===== src/rtl/color_detect_pkg.sv =====
// Shared definitions for the colour-detect pixel path: raster defaults,
// RGB565 field widths and the output-buffer reader state encoding.
// Pure declarations; no logic and no flow control.
`default_nettype none

package color_detect_pkg;

  // Default raster geometry
  localparam int H_RES_DEF = 640;
  localparam int V_RES_DEF = 480;

  // RGB565 field widths
  localparam int RGB_R_W  = 5;
  localparam int RGB_G_W  = 6;
  localparam int RGB_B_W  = 5;
  localparam int RGB565_W = RGB_R_W + RGB_G_W + RGB_B_W;

  // Output-buffer reader FSM encoding
  typedef enum logic [1:0] {
    ST_IDLE  = 2'd0,
    ST_RUN   = 2'd1,
    ST_DRAIN = 2'd2,
    ST_FLUSH = 2'd3
  } rd_state_e;

endpackage

`default_nettype wire


===== src/rtl/pix_skid_buf.sv =====
// Two-entry register FIFO holding {pixel, x, y} between buffer read return and output.
// Latency: a push is visible at the head on the next cycle; the head is read combinationally.
// Backpressure: pushes are dropped when full without a same-cycle pop, so the caller's credit check must prevent that.
`default_nettype none

module pix_skid_buf #(
  parameter int W = 35
) (
  input  logic         i_clk,
  input  logic         i_rst,
  input  logic         i_clr,
  input  logic         i_push,
  input  logic [W-1:0] i_push_dat,
  input  logic         i_pop,
  output logic [W-1:0] o_head_dat,
  output logic [1:0]   o_occ
);

  logic [W-1:0] ent_q [2];
  logic         rd_ptr_q, rd_ptr_d;
  logic         wr_ptr_q, wr_ptr_d;
  logic [1:0]   occ_q, occ_d;
  logic         push_ok, pop_ok;

  // Next pointer/occupancy; a push into a full buffer is allowed only when the head leaves in the same cycle
  always_comb begin
    push_ok  = i_push & ((occ_q != 2'd2) | i_pop);
    pop_ok   = i_pop & (occ_q != 2'd0);
    rd_ptr_d = rd_ptr_q ^ pop_ok;
    wr_ptr_d = wr_ptr_q ^ push_ok;
    occ_d    = occ_q + {1'b0, push_ok} - {1'b0, pop_ok};
    if (i_clr) begin
      rd_ptr_d = 1'b0;
      wr_ptr_d = 1'b0;
      occ_d    = 2'd0;
    end
  end

  // Entry storage and pointer registers
  always_ff @(posedge i_clk or posedge i_rst) begin
    if (i_rst) begin
      for (int i = 0; i < 2; i++) ent_q[i] <= '0;
      rd_ptr_q <= 1'b0;
      wr_ptr_q <= 1'b0;
      occ_q    <= 2'd0;
    end else begin
      if (!i_clr && push_ok) ent_q[wr_ptr_q] <= i_push_dat;
      rd_ptr_q <= rd_ptr_d;
      wr_ptr_q <= wr_ptr_d;
      occ_q    <= occ_d;
    end
  end

  // Head of queue and fill level
  always_comb begin
    o_head_dat = ent_q[rd_ptr_q];
    o_occ      = occ_q;
  end

endmodule

`default_nettype wire


===== src/rtl/obuf_pix_reader.sv =====
// Pops RGB565 pixels from the filter output buffer and re-emits them as a valid/ready stream with x/y and frame markers.
// Latency: o_obuf_rd at cycle N gives o_valid at N+2 into an empty skid buffer; sustains 1 pixel/cycle with i_ready high.
// Backpressure: at most two pixels (in flight + buffered) outstanding; reads stop when that credit is used up.
// Optional: define OBUF_PIX_READER_UNDERRUN_CNT_EN to add o_underrun_cnt (saturating starved-cycle counter).
`default_nettype none

module obuf_pix_reader
  import color_detect_pkg::*;
#(
  parameter int H_RES = H_RES_DEF,
  parameter int V_RES = V_RES_DEF,
  parameter int DW    = RGB565_W,
  parameter int XW    = 10,
  parameter int YW    = 9
) (
  input  logic          i_clk,
  input  logic          i_rst,
  input  logic          i_enable,
  input  logic          i_flush,
  input  logic [DW-1:0] i_obuf_data,
  input  logic          i_obuf_empty,
  output logic          o_obuf_rd,
  output logic          o_valid,
  input  logic          i_ready,
  output logic [DW-1:0] o_data,
  output logic [XW-1:0] o_x,
  output logic [YW-1:0] o_y,
  output logic          o_sof,
  output logic          o_eol,
  output logic          o_eof,
  output logic          o_busy
`ifdef OBUF_PIX_READER_UNDERRUN_CNT_EN
  ,
  output logic [15:0]   o_underrun_cnt
`endif
);

  localparam int SW = DW + XW + YW;
  localparam logic [XW-1:0] X_LAST = XW'(H_RES - 1);
  localparam logic [YW-1:0] Y_LAST = YW'(V_RES - 1);

  rd_state_e     state_q, state_d;
  logic          flush_2nd_q, flush_2nd_d;
  logic          inflight_q;
  logic [XW-1:0] wr_x_q, wr_x_d;
  logic [YW-1:0] wr_y_q, wr_y_d;

  logic          push, pop;
  logic [1:0]    occ;
  logic [SW-1:0] head;
  logic [DW-1:0] head_dat;
  logic [XW-1:0] head_x;
  logic [YW-1:0] head_y;
  logic [2:0]    used;

  // Return data lands one cycle after the strobe; a flush in that cycle throws it away
  always_comb begin
    push = inflight_q & (state_q != ST_FLUSH) & ~i_flush;
    pop  = o_valid & i_ready;
    used = {2'b00, inflight_q} + {1'b0, occ} - {2'b00, pop};
  end

  pix_skid_buf #(
    .W (SW)
  ) u_skid (
    .i_clk      (i_clk),
    .i_rst      (i_rst),
    .i_clr      (i_flush),
    .i_push     (push),
    .i_push_dat ({i_obuf_data, wr_x_q, wr_y_q}),
    .i_pop      (pop),
    .o_head_dat (head),
    .o_occ      (occ)
  );

  // FSM state register plus the FLUSH second-cycle marker
  always_ff @(posedge i_clk or posedge i_rst) begin
    if (i_rst) begin
      state_q     <= ST_IDLE;
      flush_2nd_q <= 1'b0;
    end else begin
      state_q     <= state_d;
      flush_2nd_q <= flush_2nd_d;
    end
  end

  // FSM next state; flush overrides every other transition and restarts the 2-cycle window
  always_comb begin
    state_d     = state_q;
    flush_2nd_d = (state_q == ST_FLUSH) & ~i_flush;
    case (state_q)
      ST_IDLE:  if (i_enable) state_d = ST_RUN;
      ST_RUN:   if (!i_enable) state_d = ST_DRAIN;
      ST_DRAIN: if (!inflight_q && (occ == 2'd0)) state_d = ST_IDLE;
      ST_FLUSH: if (flush_2nd_q) state_d = i_enable ? ST_RUN : ST_IDLE;
      default:  state_d = ST_IDLE;
    endcase
    if (i_flush) state_d = ST_FLUSH;
  end

  // FSM outputs: read only in RUN with data available and credit left after this cycle's pop
  always_comb begin
    o_obuf_rd = (state_q == ST_RUN) & ~i_flush & ~i_obuf_empty & (used < 3'd2);
    o_busy    = (state_q != ST_IDLE);
  end

  // Capture-side raster position: tags each returned pixel as it enters the skid buffer
  always_comb begin
    wr_x_d = wr_x_q;
    wr_y_d = wr_y_q;
    if (i_flush) begin
      wr_x_d = '0;
      wr_y_d = '0;
    end else if (push) begin
      if (wr_x_q == X_LAST) begin
        wr_x_d = '0;
        wr_y_d = (wr_y_q == Y_LAST) ? '0 : wr_y_q + YW'(1);
      end else begin
        wr_x_d = wr_x_q + XW'(1);
      end
    end
  end

  // In-flight flag and position registers
  always_ff @(posedge i_clk or posedge i_rst) begin
    if (i_rst) begin
      inflight_q <= 1'b0;
      wr_x_q     <= '0;
      wr_y_q     <= '0;
    end else begin
      inflight_q <= o_obuf_rd;
      wr_x_q     <= wr_x_d;
      wr_y_q     <= wr_y_d;
    end
  end

  // Output stream: head entry when buffered, otherwise the position the next pixel will take
  always_comb begin
    {head_dat, head_x, head_y} = head;
    o_valid = (occ != 2'd0) & (state_q != ST_FLUSH) & ~i_flush;
    o_data  = head_dat;
    o_x     = (occ != 2'd0) ? head_x : wr_x_q;
    o_y     = (occ != 2'd0) ? head_y : wr_y_q;
    o_sof   = o_valid & (o_x == '0) & (o_y == '0);
    o_eol   = o_valid & (o_x == X_LAST);
    o_eof   = o_eol & (o_y == Y_LAST);
  end

`ifdef OBUF_PIX_READER_UNDERRUN_CNT_EN
  logic [15:0] urun_q, urun_d;
  logic        urun_hit;

  // Count cycles where a frame is under way, downstream is waiting and the buffer has nothing
  always_comb begin
    urun_hit = (state_q == ST_RUN) & ((o_x != '0) | (o_y != '0)) & i_ready & ~o_valid & i_obuf_empty;
    urun_d   = urun_q;
    if (i_flush) urun_d = '0;
    else if (urun_hit && (urun_q != 16'hFFFF)) urun_d = urun_q + 16'd1;
  end

  // Underrun counter register
  always_ff @(posedge i_clk or posedge i_rst) begin
    if (i_rst) urun_q <= '0;
    else       urun_q <= urun_d;
  end

  assign o_underrun_cnt = urun_q;
`endif

endmodule

`default_nettype wire

===== config.mk =====
export PLATFORM = sky130hd
export DESIGN_NAME = obuf_pix_reader
export DESIGN_NICKNAME = d
export VERILOG_FILES = /design/src/rtl/color_detect_pkg.sv /design/src/rtl/pix_skid_buf.sv /design/src/rtl/obuf_pix_reader.sv
export SDC_FILE = /design/constraint.sdc
export NUM_CORES = 1
export LEC_CHECK = 0
export ABC_CLOCK_PERIOD_IN_PS = 5800
export BUFFER_PORTS_ARGS = -buffer_cell sky130_fd_sc_hd__buf_2
export CORE_ASPECT_RATIO = 2
export CORE_UTILIZATION = 40
export CTS_CLUSTER_SIZE = 25
export DETAILED_ROUTE_END_ITERATION = 8
export PLACE_DENSITY = 0.71
export SYNTH_ARGS = -nofsm -noshare
export SYNTH_HDL_FRONTEND = slang
export SYNTH_SLANG_ARGS = --single-unit
export TNS_END_PERCENT = 20

===== constraint.sdc =====
create_clock -name i_clk -period 5.8 [get_ports i_clk]
set_input_delay 1.74 -clock i_clk [delete_from_list [all_inputs] [get_ports i_clk]]
set_output_delay 1.74 -clock i_clk [all_outputs]
set_load 0.005 [all_outputs]

# Word-level counts from Yosys, hierarchy flattened
# Cells that the tools add are included.
[word_totals]
elab_cells = 95
register_bits = 97
in_bits = 22
[op_classes]
n_reduce_logical = 15
n_lt_le_gt_ge = 4
n_addsub = 6
eq_ne = 13
mux = 25
bitwise = 22
[op_table]
columns = ["cell", "n"]
rows = [
  ["two-way mux 35 bit", 4],
  ["bitwise mux 70 bit", 1],
  ["two-way mux 9 bit", 5],
  ["two-way mux 10 bit", 4],
  ["demux 35 bit (select 1 bit)", 1],
  ["== test 10 bit, second input constant", 2],
  ["== test 9 bit, second input constant", 2],
  ["bitwise AND 1 bit", 15],
  ["two-way mux 2 bit", 6],
  ["!= test 3 bit, second input constant", 4],
  ["adder 10 x 1 -> 10 bit, second input constant", 1],
  ["zero test 10 bit", 1],
  ["adder 9 x 1 -> 9 bit, second input constant", 1],
  ["zero test 9 bit", 1],
  ["case mux 2 bit (4 select lines)", 1],
  ["nonzero test 2 bit", 4],
  ["== test 2 bit, second input constant", 2],
  [">= comparator 2 bit, second input constant", 2],
  ["zero test 2 bit", 2],
  ["!= test 2 bit, second input constant", 2],
  ["inverter 1 -> 2 bit", 2],
  ["AND reduction 4 bit", 1],
  ["adder 1 x 2 -> 3 bit", 1],
  ["logical AND 1 bit", 3],
  ["other kinds (12)", 17],
]

# Logic depth before layout (Yosys ltp)
# Gate-level depths: netlist of the first run.
[depth]
depth_word = 9
mapped_depth = 10

# Cells and area by module
# A second synthesis of the first run with hierarchy kept.
[unflattened]
hier_cells = 400
area_unflattened_um2 = 5123.7
[modules_own_cells]
columns = ["mod", "cells_per_inst", "area_per_inst_um2", "instances", "seq_area_each_um2"]
rows = [
  ["pix_skid_buf", 210, 3389.5, 1, 1851.8],
  ["obuf_pix_reader", 190, 1734.2, 1, 575.6],
]

# Least setup slack after synthesis of the first run
# No wires, ideal clock.
[synth_timing]
kind = "input to output"
startpoint = "input i_flush"
endpoint = "output o_obuf_rd"
t_arrival_ps = 3585
cell_stages = 9
path_slack_ps = 475
path_cell_list = "clkbuf_1 > inv_1 > and3_1 > and2_1 > ha_1 > nand2b_1 > fa_1 > xnor2_1 > and3_1"
[synth_via]
elab_chain_cells = 6
elab_cells_between_ends = 8
cone_classes = "add/sub: 1; order compare: 1; bitwise: 6"
[synth_lines]
columns = ["element", "line", "source"]
rows = [
  ["start, declared", "obuf_pix_reader.sv:19", "input logic i_flush,"],
  ["inverter 1 bit", "obuf_pix_reader.sv:140", "o_valid = (occ != 2'd0) & (state_q != ST_FLUSH) & ~i_flush;"],
  ["bitwise AND 1 bit", "obuf_pix_reader.sv:140", ""],
  ["net o_valid", "obuf_pix_reader.sv:23", "output logic o_valid,"],
  ["bitwise AND 1 bit", "obuf_pix_reader.sv:59", "pop = o_valid & i_ready;"],
  ["subtractor 3 x 1 -> 3 bit", "obuf_pix_reader.sv:60", "used = {2'b00, inflight_q} + {1'b0, occ} - {2'b00, pop};"],
  ["less-than comparator 3 x 2 -> 1 bit", "obuf_pix_reader.sv:103", "o_obuf_rd = (state_q == ST_RUN) & ~i_flush & ~i_obuf_empty & (used < 3'd2);"],
  ["bitwise AND 1 bit", "obuf_pix_reader.sv:103", ""],
  ["end, declared", "obuf_pix_reader.sv:22", "output logic o_obuf_rd,"],
]
# The timed path passes the listed nets, and every way through them passes these cells.

# Final worst setup path of the first run
[layout_timing]
startpoint = "input i_flush"
endpoint = "output o_obuf_rd"
[layout_via]
elab_chain_cells = 6
elab_cells_between_ends = 8
cone_classes = "add/sub: 1; order compare: 1; bitwise: 6"
[layout_lines]
columns = ["element", "line"]
rows = [
  ["inverter 1 bit *", "obuf_pix_reader.sv:103, obuf_pix_reader.sv:140"],
  ["bitwise AND 1 bit", "obuf_pix_reader.sv:140"],
  ["bitwise AND 1 bit", "obuf_pix_reader.sv:59"],
  ["subtractor 3 x 1 -> 3 bit", "obuf_pix_reader.sv:60"],
  ["less-than comparator 3 x 2 -> 1 bit", "obuf_pix_reader.sv:103"],
  ["bitwise AND 1 bit *", "obuf_pix_reader.sv:103"],
]
# Mark *: on every way between the ends. The rest lies on a longest branch, timed or not.

==> flow_summary.json, run 1 <==
{
  "rsz0062_at_grt": "false",
  "skew_ns": 0.007626,
  "dp_hpwl_um": 7528,
  "fmax_ghz": 0.1867,
  "ys_ff_latch": 97,
  "finalCritPeriodShare_pct": 92.35,
  "slew_viol_final": 0,
  "final-hold-violation-count": 0,
  "slowest_delay_ns": 0.39,
  "initial_utilization_pct": 41.29,
  "synth_cell_types": 46,
  "crit_type": "input pin to output port",
  "hold_buffers": 0,
  "layout.nets": 491,
  "wl_per_cell_um": 16.99,
  "status": "completed",
  "maxSlewHeadroom_pct": 27.70,
  "die_h_um": 158.4,
  "drtIter0Drc": 157,
  "fillCellCount": 1081,
  "first_global_vias": 3466,
  "synth_cells": 403,
  "vias": 3289,
  "hp-class": "register to register",
  "postCtsResizedCells": 0,
  "synth_ff_type": "dfrtp_1",
  "grt_max_degree": 50,
  "synth_area_um2": 4890,
  "p_leak_uw": 0.002832,
  "yosys_warnings": 0,
  "synth_edf_count": 0,
  "cp-end-kind": "output port",
  "peakVddDrop_mv": 0.1444,
  "cts_buffers": 9,
  "clock_path_buffers": 2,
  "post-cts-setup-buffers": 0,
  "cp.required_ns": 4.06,
  "die_x_um": 80.18,
  "via_per_inst": 5.365,
  "crit_slowest_cell": "fa_1",
  "synthArstFlopShare_pct": 100.0,
  "wl_um": 10410,
  "setup.worst_path.start_class": "input pin",
  "clock_sinks": 97,
  "powerDensity_nw_per_um2": 281.4,
  "clk_pin_slew_ns": 0.07,
  "cp_data_arrival_time_ns": 3.62,
  "routabilityCongestion": 0.7842,
  "n_antenna_cell": 0,
  "max-cap-violations": 0,
  "grt-ovfl-total": 0,
  "grt.total_usage_pct": 18.21,
  "ant_nets": 0,
  "place.port_buffers": 62,
  "syn_nets": 431,
  "htreeDepth": 3,
  "clk_latency_ns": 0.35,
  "grt_pass1_wl_um": 17210,
  "cp_max_fo": 5,
  "route.detailed.drc": 0,
  "finalCoreUtilization_pct": 47.51,
  "worst_pin_slew_ns": 1.085,
  "crit_chain": "buf_2 > inv_1 > and3_1 > and2_1 > ha_1 > nand2b_1 > fa_1 > xnor2_1 > and3_1 > buf_2",
  "setup_viol": 0,
  "area_growth_pct": 15.05,
  "core_um2": 11840,
  "antenna_found_initial": 0,
  "tns_ns": 0,
  "drive_gt1_share_pct": 40.17,
  "row_count": 56,
  "first_pass_iters": 4,
  "seq_area_frac_synth_pct": 49.64,
  "syn_avg_cell_area_um2": 12.13,
  "tritoncts": "built",
  "io_pins": 63,
  "fin_crit_ns": 5.356,
  "dieArea_um2": 12700,
  "root_buffer": "clkbuf_16"
}
-- cells in the mapped netlist, types with 7 or more instances --
cell type	n	area (um2)
mux2i_1	21	210.2
mux2_1	8	90.09
buf_2	7	35.03
inv_1	23	86.33
nor2_1	19	71.32
clkbuf_1	7	26.28
dfrtp_1	97	2427
nand3_1	10	50.05
mux2_2	93	1047
o21ai_0	13	65.06
nand2_1	12	45.04
a21oi_1	13	65.06
-- final timing paths --
| path | startpoint | end | slack (ns) | depth (start not counted) |
|---|---|---|---|---|
| max | i_flush | o_obuf_rd | 0.44 | 10 |
| min | u_skid.ent_q[24] | u_skid.ent_q[24] | 0.48 | 1 |
| max reg2reg | state_q[0] | u_skid.ent_q[9] | 3.44 | 6 |
| min reg2reg | u_skid.ent_q[24] | u_skid.ent_q[24] | 0.48 | 1 |
| max in group asynchronous | i_rst | u_skid.ent_q[7] | 3.68 | 3 |
| min in group asynchronous | i_rst | u_skid.rd_ptr_q | 1.27 | 2 |
-- critical path, delay by kind of cell --
family,cells,cell delay (ns)
adders and majority gates,2,0.62
and+or+nand+nor,4,0.73
xor gates and xnor gates,1,0.17
buffers and inverters,3,0.35
-- logic make-up (layout without fill, tap and decap cells) --
logic type	count (synthesis)	count (layout)	synth area share, %
AO/OA/AOI/OAI	36	36	4.683
XOR/XNOR	11	11	1.970
adder cells (fa/ha/maj)	6	6	1.689
buffers and inverters	45	110	4.504
flip-flops	97	97	49.64
multiplexers	122	122	27.56
AND/OR/NAND/NOR	86	86	9.954
-- sequential cells by signal, summed over array words and instances, names as in the netlist --
register and flops:
u_skid.o_occ 2, inflight_q 1, state_q 2, u_skid.rd_ptr_q 1, u_skid.wr_ptr_q 1, wr_y_q 9
flush_2nd_q 1, wr_x_q 10, u_skid.ent_q 70
-- per-layer routing --
metal	part of all wire (%)	GRT usage [%]
met5	0	0
met4	3.2	8.929
met3	2.7	3.840
met2	58	33.90
met1	37	18.82
-- where the power goes --
part	switching, uW	internal, uW	total [uW]
Sequential	36.1	730	766
Clock	269	342	611
Combinational	88.8	117	206
-- metrics by stage --
stage / cells / hold slack, ns / setup slack (ns) / cell area [um2] / power, uW
after CTS: 613 / 0.4890 / 0.4490 / 5625 / 1604
after detailed placement: 597 / 0.4707 / 0.4551 / 5316 / 989.7
after global placement: 597 / 0.4621 / 0.5702 / 5316 / 977.2
final: 613 / 0.4828 / 0.4437 / 5625 / 1583
after floorplan: 403 / 0.4522 / 0.4748 / 4890 / 902.5
after global routing: 613 / 0.5006 / 0.3196 / 5625 / 1669
-- cell type report --
class | count | area [um2] | share of cell area, %
Sequential cell | 97 | 2427 | 43.15
Multi-Input combinational cell | 261 | 2242 | 39.86
Timing Repair Buffer | 71 | 377.9 | 6.717
Clock buffer | 9 | 225.2 | 4.004
Tap cell | 145 | 181.4 | 3.225
Inverter | 23 | 87.58 | 1.557
Clock inverter | 7 | 83.83 | 1.490
-- placed cells by master, fill, tap and decap left out, drive strengths merged, types with 3 or more instances in the layout --
cell,netlist,routed
nand2,12,12
clkinv,0,3
mux2,101,101
or3,5,5
nor3b,3,3
nand3,10,10
xnor2,6,6
inv,23,25
nor3,5,5
xor2,5,5
buf,15,71
nor4,4,4
dfrtp,97,97
mux2i,21,21
or2,3,3
clkbuf,7,9
ha,5,5
nor2b,3,3
a21oi,13,13
nand4,5,5
nor2,19,19
and2,3,3
or4,4,4
and3,6,6
o21ai,13,13
Note: power is estimated with default switching activity, not from simulation.
==> inputs of run 2 (changes only) <==
--- a/config.mk
+++ b/config.mk
@@ -8,10 +8,10 @@
 export ABC_CLOCK_PERIOD_IN_PS = 5800
 export BUFFER_PORTS_ARGS = -buffer_cell sky130_fd_sc_hd__buf_2
 export CORE_ASPECT_RATIO = 2
-export CORE_UTILIZATION = 40
+export CORE_UTILIZATION = 43
 export CTS_CLUSTER_SIZE = 25
 export DETAILED_ROUTE_END_ITERATION = 8
-export PLACE_DENSITY = 0.71
+export PLACE_DENSITY = 0.74
 export SYNTH_ARGS = -nofsm -noshare
 export SYNTH_HDL_FRONTEND = slang
 export SYNTH_SLANG_ARGS = --single-unit
==> run 2 against run 1 <==
Clock power grew 3%. Die area shrank 6.8%. Routed wire length shrank 2.0%. Final cell count shrank 1.1%. Sequential power is essentially flat. Clock skew shrank 0.00074 ns. Sequential cell count is the same. Power grew 1.2%. Register-to-register slack lost 0.27 ns. Sequential share of layout area is essentially flat. Critical path type unchanged. Largest power group unchanged.
==> flow_summary.json, run 2 (synthesis gave the netlist of run 1 again) <==
{
  "status": "completed",
  "crit_family": "simple AND/OR/NAND/NOR gates",
  "tritoncts": "built",
  "slowest_delay_ns": 0.38,
  "layout.nets": 489,
  "cp.buffers_inverters": 3,
  "layout.cells.most_common": "dfrtp_1",
  "routabilityCongestion": 0.8221,
  "final-hold-violation-count": 0,
  "max-cap-violations": 0,
  "setup_viol": 0,
  "route.detailed.drc": 0,
  "skew_ns": 0.006889,
  "initial_utilization_pct": 44.40,
  "grt_pass1_wl_um": 17320,
  "p_sw_share_pct": 23.51,
  "via_per_inst": 5.389,
  "seqCellArea_um2": 2427,
  "post-cts-setup-buffers": 0,
  "clk_latency_ns": 0.34,
  "grt_max_degree": 55,
  "reg_top3": "u_skid.ent_q x70, wr_x_q x10, wr_y_q x9",
  "postCtsResizedCells": 0,
  "tns_ns": 0,
  "cp.required_ns": 4.06,
  "root_buffer": "clkbuf_16",
  "drtIter0Drc": 171,
  "internal-power_uw": 1225,
  "clock_sinks": 97,
  "finalCritPeriodShare_pct": 89.50,
  "crit_slowest_cell": "fa_1",
  "place.port_buffers": 62,
  "cp-end-kind": "output port",
  "grt-ovfl-total": 0,
  "wl_um": 10210,
  "finalNonFillerCells": 606,
  "die_h_um": 152.8,
  "wl_per_cell_um": 16.85,
  "core_um2": 11010,
  "fillCellCount": 976,
  "powerDensity_nw_per_um2": 284.6,
  "worst_pin_slew_ns": 0.8956,
  "clock_path_buffers": 2,
  "p_leak_uw": 0.002831,
  "fmax_ghz": 0.1926,
  "first_global_vias": 3493,
  "crit_chain": "buf_2 > inv_1 > and3_1 > and2_1 > ha_1 > nand2b_1 > fa_1 > xnor2_1 > and3_1 > buf_2",
  "clk_pin_slew_ns": 0.06,
  "crit_type": "input pin to output port",
  "largest_reg_flops": 70,
  "place_inst": 590,
  "clock_power_share_pct": 39.4,
  "slew_viol_final": 0,
  "drive_gt1_share_pct": 39.91,
  "dieArea_um2": 11830,
  "regMostFlops": "u_skid.ent_q",
  "maxSlewHeadroom_pct": 39.84,
  "rsz0062_at_grt": "false",
  "setup.worst_path.start_class": "input pin",
  "multi_input_area_um2": 2242,
  "pwr-share-comb_pct": 12.7,
  "first_pass_iters": 4,
  "io_pins": 63,
  "dp_hpwl_um": 7241,
  "most-common-layout-cells": "dfrtp_1, mux2_2, buf_2, inv_1, mux2i_1",
  "row_count": 54,
  "finalCoreUtilization_pct": 51.10,
  "p_switching_uw": 376.5,
  "area_growth_pct": 15.10,
  "cp_max_fo": 3,
  "antenna_found_initial": 0,
  "cts_buffers": 9,
  "cp_data_arrival_time_ns": 3.45,
  "peakVddDrop_mv": 0.1707,
  "grt.total_usage_pct": 18.93,
  "fin_crit_ns": 5.191,
  "p_seq_share_pct": 47.9,
  "hold_buffers": 0,
  "vias": 3266,
  "ant_nets": 0,
  "hp-class": "register to register",
  "n_antenna_cell": 0,
  "die_x_um": 77.41,
  "htreeDepth": 3
}
-- run 2: layer usage --
| layer | GRT usage, % | up-vias | share of wire [%] |
|---|---|---|---|
| met4 | 9.164 | 0 | 3.4 |
| met3 | 3.892 | 26 | 3.4 |
| met5 | 0 | - | 0 |
| met2 | 34.77 | 70 | 56 |
| li1 | - | 1539 | - |
| met1 | 20.02 | 1631 | 38 |
-- run 2: worst paths after layout --
check / endpoint / from / slack, ns / cells past startpoint
setup reg to reg: inflight_q / u_skid.o_occ[1] / 3.17 / 8
max in group asynchronous: u_skid.ent_q[36] / i_rst / 3.13 / 3
hold / removal: u_skid.ent_q[26] / u_skid.ent_q[26] / 0.48 / 1
setup / recovery: o_obuf_rd / i_flush / 0.61 / 10
min in group asynchronous: inflight_q / i_rst / 1.50 / 2
hold reg to reg: u_skid.ent_q[26] / u_skid.ent_q[26] / 0.48 / 1
-- run 2: worst register-to-register path, delay by kind of cell, from the launching register on --
kind	cells	cell delay (ns)
adders and majority gates	2	0.66
and+or+nand+nor	5	1.29
DFF	1	0.45
xor gates and xnor gates	1	0.13
-- run 2: area by class of cell --
| cell class | instances | area share, % |
|---|---|---|
| Sequential cell | 97 | 43.13 |
| Clock buffer | 9 | 4.002 |
| Multi-Input combinational cell | 261 | 39.84 |
| Tap cell | 140 | 3.112 |
| Inverter | 23 | 1.556 |
| Timing Repair Buffer | 69 | 6.670 |
| Clock inverter | 7 | 1.690 |
-- run 2: power by group through the flow --
| stage | Combinational (uW) | Clock, uW | Sequential [uW] |
|---|---|---|---|
| final | 204 | 630 | 767 |
| after global routing | 226 | 683 | 775 |
| after floorplan | 140 | 0 | 762 |
| after global placement | 201 | 0 | 774 |
| after CTS | 209 | 648 | 767 |
| after detailed placement | 208 | 0 | 780 |
-- run 2: per-stage QoR --
step | instance area [um2] | total power [uW] | hold WS, ns | worst slack (ns)
after floorplan | 4890 | 902.5 | 0.4522 | 0.4748
after global placement | 5308 | 974.9 | 0.4623 | 0.6633
after detailed placement | 5308 | 987.6 | 0.4729 | 0.5927
after CTS | 5628 | 1624 | 0.4878 | 0.5980
after global routing | 5628 | 1683 | 0.5027 | 0.5130
final | 5628 | 1602 | 0.4814 | 0.6090
==> inputs of run 3 (changes only) <==
--- a/config.mk
+++ b/config.mk
@@ -5,13 +5,14 @@
 export SDC_FILE = /design/constraint.sdc
 export NUM_CORES = 1
 export LEC_CHECK = 0
-export ABC_CLOCK_PERIOD_IN_PS = 5800
+export ABC_CLOCK_PERIOD_IN_PS = 4700
 export BUFFER_PORTS_ARGS = -buffer_cell sky130_fd_sc_hd__buf_2
+export CAP_MARGIN = 20
 export CORE_ASPECT_RATIO = 2
 export CORE_UTILIZATION = 43
 export CTS_CLUSTER_SIZE = 25
 export DETAILED_ROUTE_END_ITERATION = 8
-export PLACE_DENSITY = 0.74
+export PLACE_DENSITY = 0.77
 export SYNTH_ARGS = -nofsm -noshare
 export SYNTH_HDL_FRONTEND = slang
 export SYNTH_SLANG_ARGS = --single-unit
==> constraint.sdc (replaced) <==
create_clock -name i_clk -period 4.7 [get_ports i_clk]
set_input_delay 1.41 -clock i_clk [delete_from_list [all_inputs] [get_ports i_clk]]
set_output_delay 1.41 -clock i_clk [all_outputs]
set_load 0.005 [all_outputs]
==> run 3 against run 2 <==
Via count grew 3.5%. Sequential cell count stayed put. Combinational power increased by 26%. Worst hold slack gained 0.0088 ns. Clock skew is 0.0013 ns higher. Final area up 1.4%. Clock-buffer cell count is the same. Global-route usage is 0.24 points higher. Die area unchanged. Routed wire length grew 2.7%. Critical path type unchanged. Worst setup slack got worse by 0.45 ns.
==> flow_summary.json, run 3 (synthesis gave the netlist of run 1 again) <==
{
  "clock_path_buffers": 2,
  "cp_data_arrival_time_ns": 3.13,
  "layout.cells.most_common": "dfrtp_1",
  "pwr-share-comb_pct": 12.9,
  "drive_gt1_share_pct": 40.55,
  "cp.required_ns": 3.29,
  "antenna_found_initial": 0,
  "drtIter0Drc": 153,
  "slowest_delay_ns": 0.39,
  "crit_slowest_cell": "fa_1",
  "status": "completed",
  "setup.worst_path.start_class": "input pin",
  "p_total_uw": 1996,
  "crit_type": "input pin to output port",
  "regMostFlops": "u_skid.ent_q",
  "final-hold-violation-count": 0,
  "clock_power_share_pct": 39.7,
  "htreeDepth": 3,
  "tritoncts": "built",
  "cp_num_cells": 10,
  "r2r-end": "u_skid.ent_q[7]",
  "crit_chain": "buf_2 > inv_1 > and3_1 > and2_1 > ha_1 > nand2b_1 > fa_1 > xnor2_1 > and3_1 > buf_2",
  "rsz0062_at_grt": "false",
  "cp_max_fo": 3,
  "routabilityCongestion": 0.8180,
  "dieArea_um2": 11830,
  "reg_top3": "u_skid.ent_q x70, wr_x_q x10, wr_y_q x9",
  "skew_ns": 0.008141,
  "fin_crit_ns": 4.544,
  "slew_viol_final": 0,
  "n_antenna_cell": 0,
  "p_sw_share_pct": 23.83,
  "cp-end-kind": "output port",
  "cp.buffers_inverters": 3,
  "max-cap-violations": 0,
  "wl_per_cell_um": 17.16,
  "ant_nets": 0,
  "hp-class": "register to register",
  "via_per_inst": 5.534,
  "powerDensity_nw_per_um2": 349.9,
  "p_switching_uw": 475.7,
  "grt_pass1_wl_um": 17480,
  "core_um2": 11010,
  "row_count": 54,
  "p_leak_uw": 0.002870,
  "clock_sinks": 97,
  "crit_end": "o_obuf_rd",
  "worst_pin_slew_ns": 0.7154,
  "io_pins": 63,
  "peakVddDrop_mv": 0.2446,
  "vias": 3381,
  "p_seq_share_pct": 47.4,
  "most-common-layout-cells": "dfrtp_1, mux2_2, buf_2, inv_1, mux2i_1",
  "wl_um": 10490,
  "maxSlewHeadroom_pct": 52.31,
  "first_global_vias": 3596,
  "finalCritPeriodShare_pct": 96.68,
  "die_h_um": 152.8,
  "die_x_um": 77.41,
  "met3_usage_pct": 3.353,
  "fillCellCount": 974,
  "timing.reg2reg.setup_slack_ns": 2.27,
  "clk_pin_slew_ns": 0.06,
  "grt-ovfl-total": 0,
  "top_usage_layer": "met2",
  "worstReg2RegStart": "state_q[0]",
  "route.detailed.drc": 0,
  "largest_reg_flops": 70,
  "internal-power_uw": 1520,
  "place.port_buffers": 62,
  "postCtsResizedCells": 0,
  "fmax_ghz": 0.2201,
  "first_pass_iters": 4,
  "use_met1_pct": 19.00,
  "hold_buffers": 0,
  "root_buffer": "clkbuf_16",
  "grt.total_usage_pct": 19.17,
  "cts_buffers": 9,
  "crit_family": "simple AND/OR/NAND/NOR gates",
  "met2_usage_pct": 35.90,
  "initial_utilization_pct": 44.40,
  "tns_ns": 0,
  "rr_worst_depth": 6,
  "grt_max_degree": 57,
  "clk_latency_ns": 0.35,
  "layout.nets": 494,
  "setup_viol": 0,
  "dp_hpwl_um": 7441,
  "crit_start": "i_flush",
  "post-cts-setup-buffers": 0,
  "area_growth_pct": 16.68
}
run 3: worst min-delay path by stage:
stage | start | to | cells after the start
floorplan | u_skid.ent_q[24] | u_skid.ent_q[24] | 1
global placement | u_skid.ent_q[24] | u_skid.ent_q[24] | 1
detailed placement | u_skid.ent_q[24] | u_skid.ent_q[24] | 1
CTS | u_skid.ent_q[24] | u_skid.ent_q[24] | 1
global route | u_skid.ent_q[60] | u_skid.ent_q[60] | 1
finish | u_skid.ent_q[24] | u_skid.ent_q[24] | 1
run 3: final cells by class:
class / instances / area [um2] / share of cell area (%)
timing repair buffer: 74 / 445.4 / 7.807
sequential: 97 / 2427 / 42.54
inverter: 23 / 87.58 / 1.535
clock inverter: 7 / 102.6 / 1.798
tap: 140 / 175.2 / 3.070
clock buffer: 9 / 225.2 / 3.947
multi-input combinational: 261 / 2242 / 39.30
run 3: worst register-to-register path: cells and delay by family, from the launching register on:
kind / cells / cell delay [ns]
buf+inv: 1 / 0.29
flops: 1 / 0.46
mux: 1 / 0.37
simple gates: 4 / 1.21
run 3: power by group through the flow:
stage / Combinational, uW / Sequential (uW) / Clock [uW]
5_1_grt: 284 / 956 / 843
3_5_place_dp: 260 / 961 / 0
6_report: 257 / 946 / 793
2_1_floorplan: 173 / 941 / 0
3_3_place_gp: 251 / 954 / 0
4_1_cts: 261 / 945 / 814
run 3: layer usage:
| metal | up-vias | part of all wire [%] |
|---|---|---|
| met5 | - | 0 |
| met4 | 0 | 3.6 |
| met3 | 30 | 3.0 |
| met2 | 70 | 57 |
| met1 | 1723 | 37 |
| li1 | 1558 | - |
run 3: through the flow:
| stage | hold WS [ns] | utilization, % | instances | setup slack (ns) | instance area [um2] |
|---|---|---|---|---|---|
| global route | 0.5137 | 51.81 | 611 | 0.04000 | 5705 |
| detailed placement | 0.4800 | 48.58 | 594 | 0.1591 | 5350 |
| floorplan | 0.4522 | - | 403 | 0.03480 | 4890 |
| CTS | 0.4953 | 51.56 | 610 | 0.1511 | 5678 |
| finish | 0.4902 | 51.81 | 611 | 0.1562 | 5705 |
| global placement | 0.4613 | 48.58 | 594 | 0.2249 | 5350 |
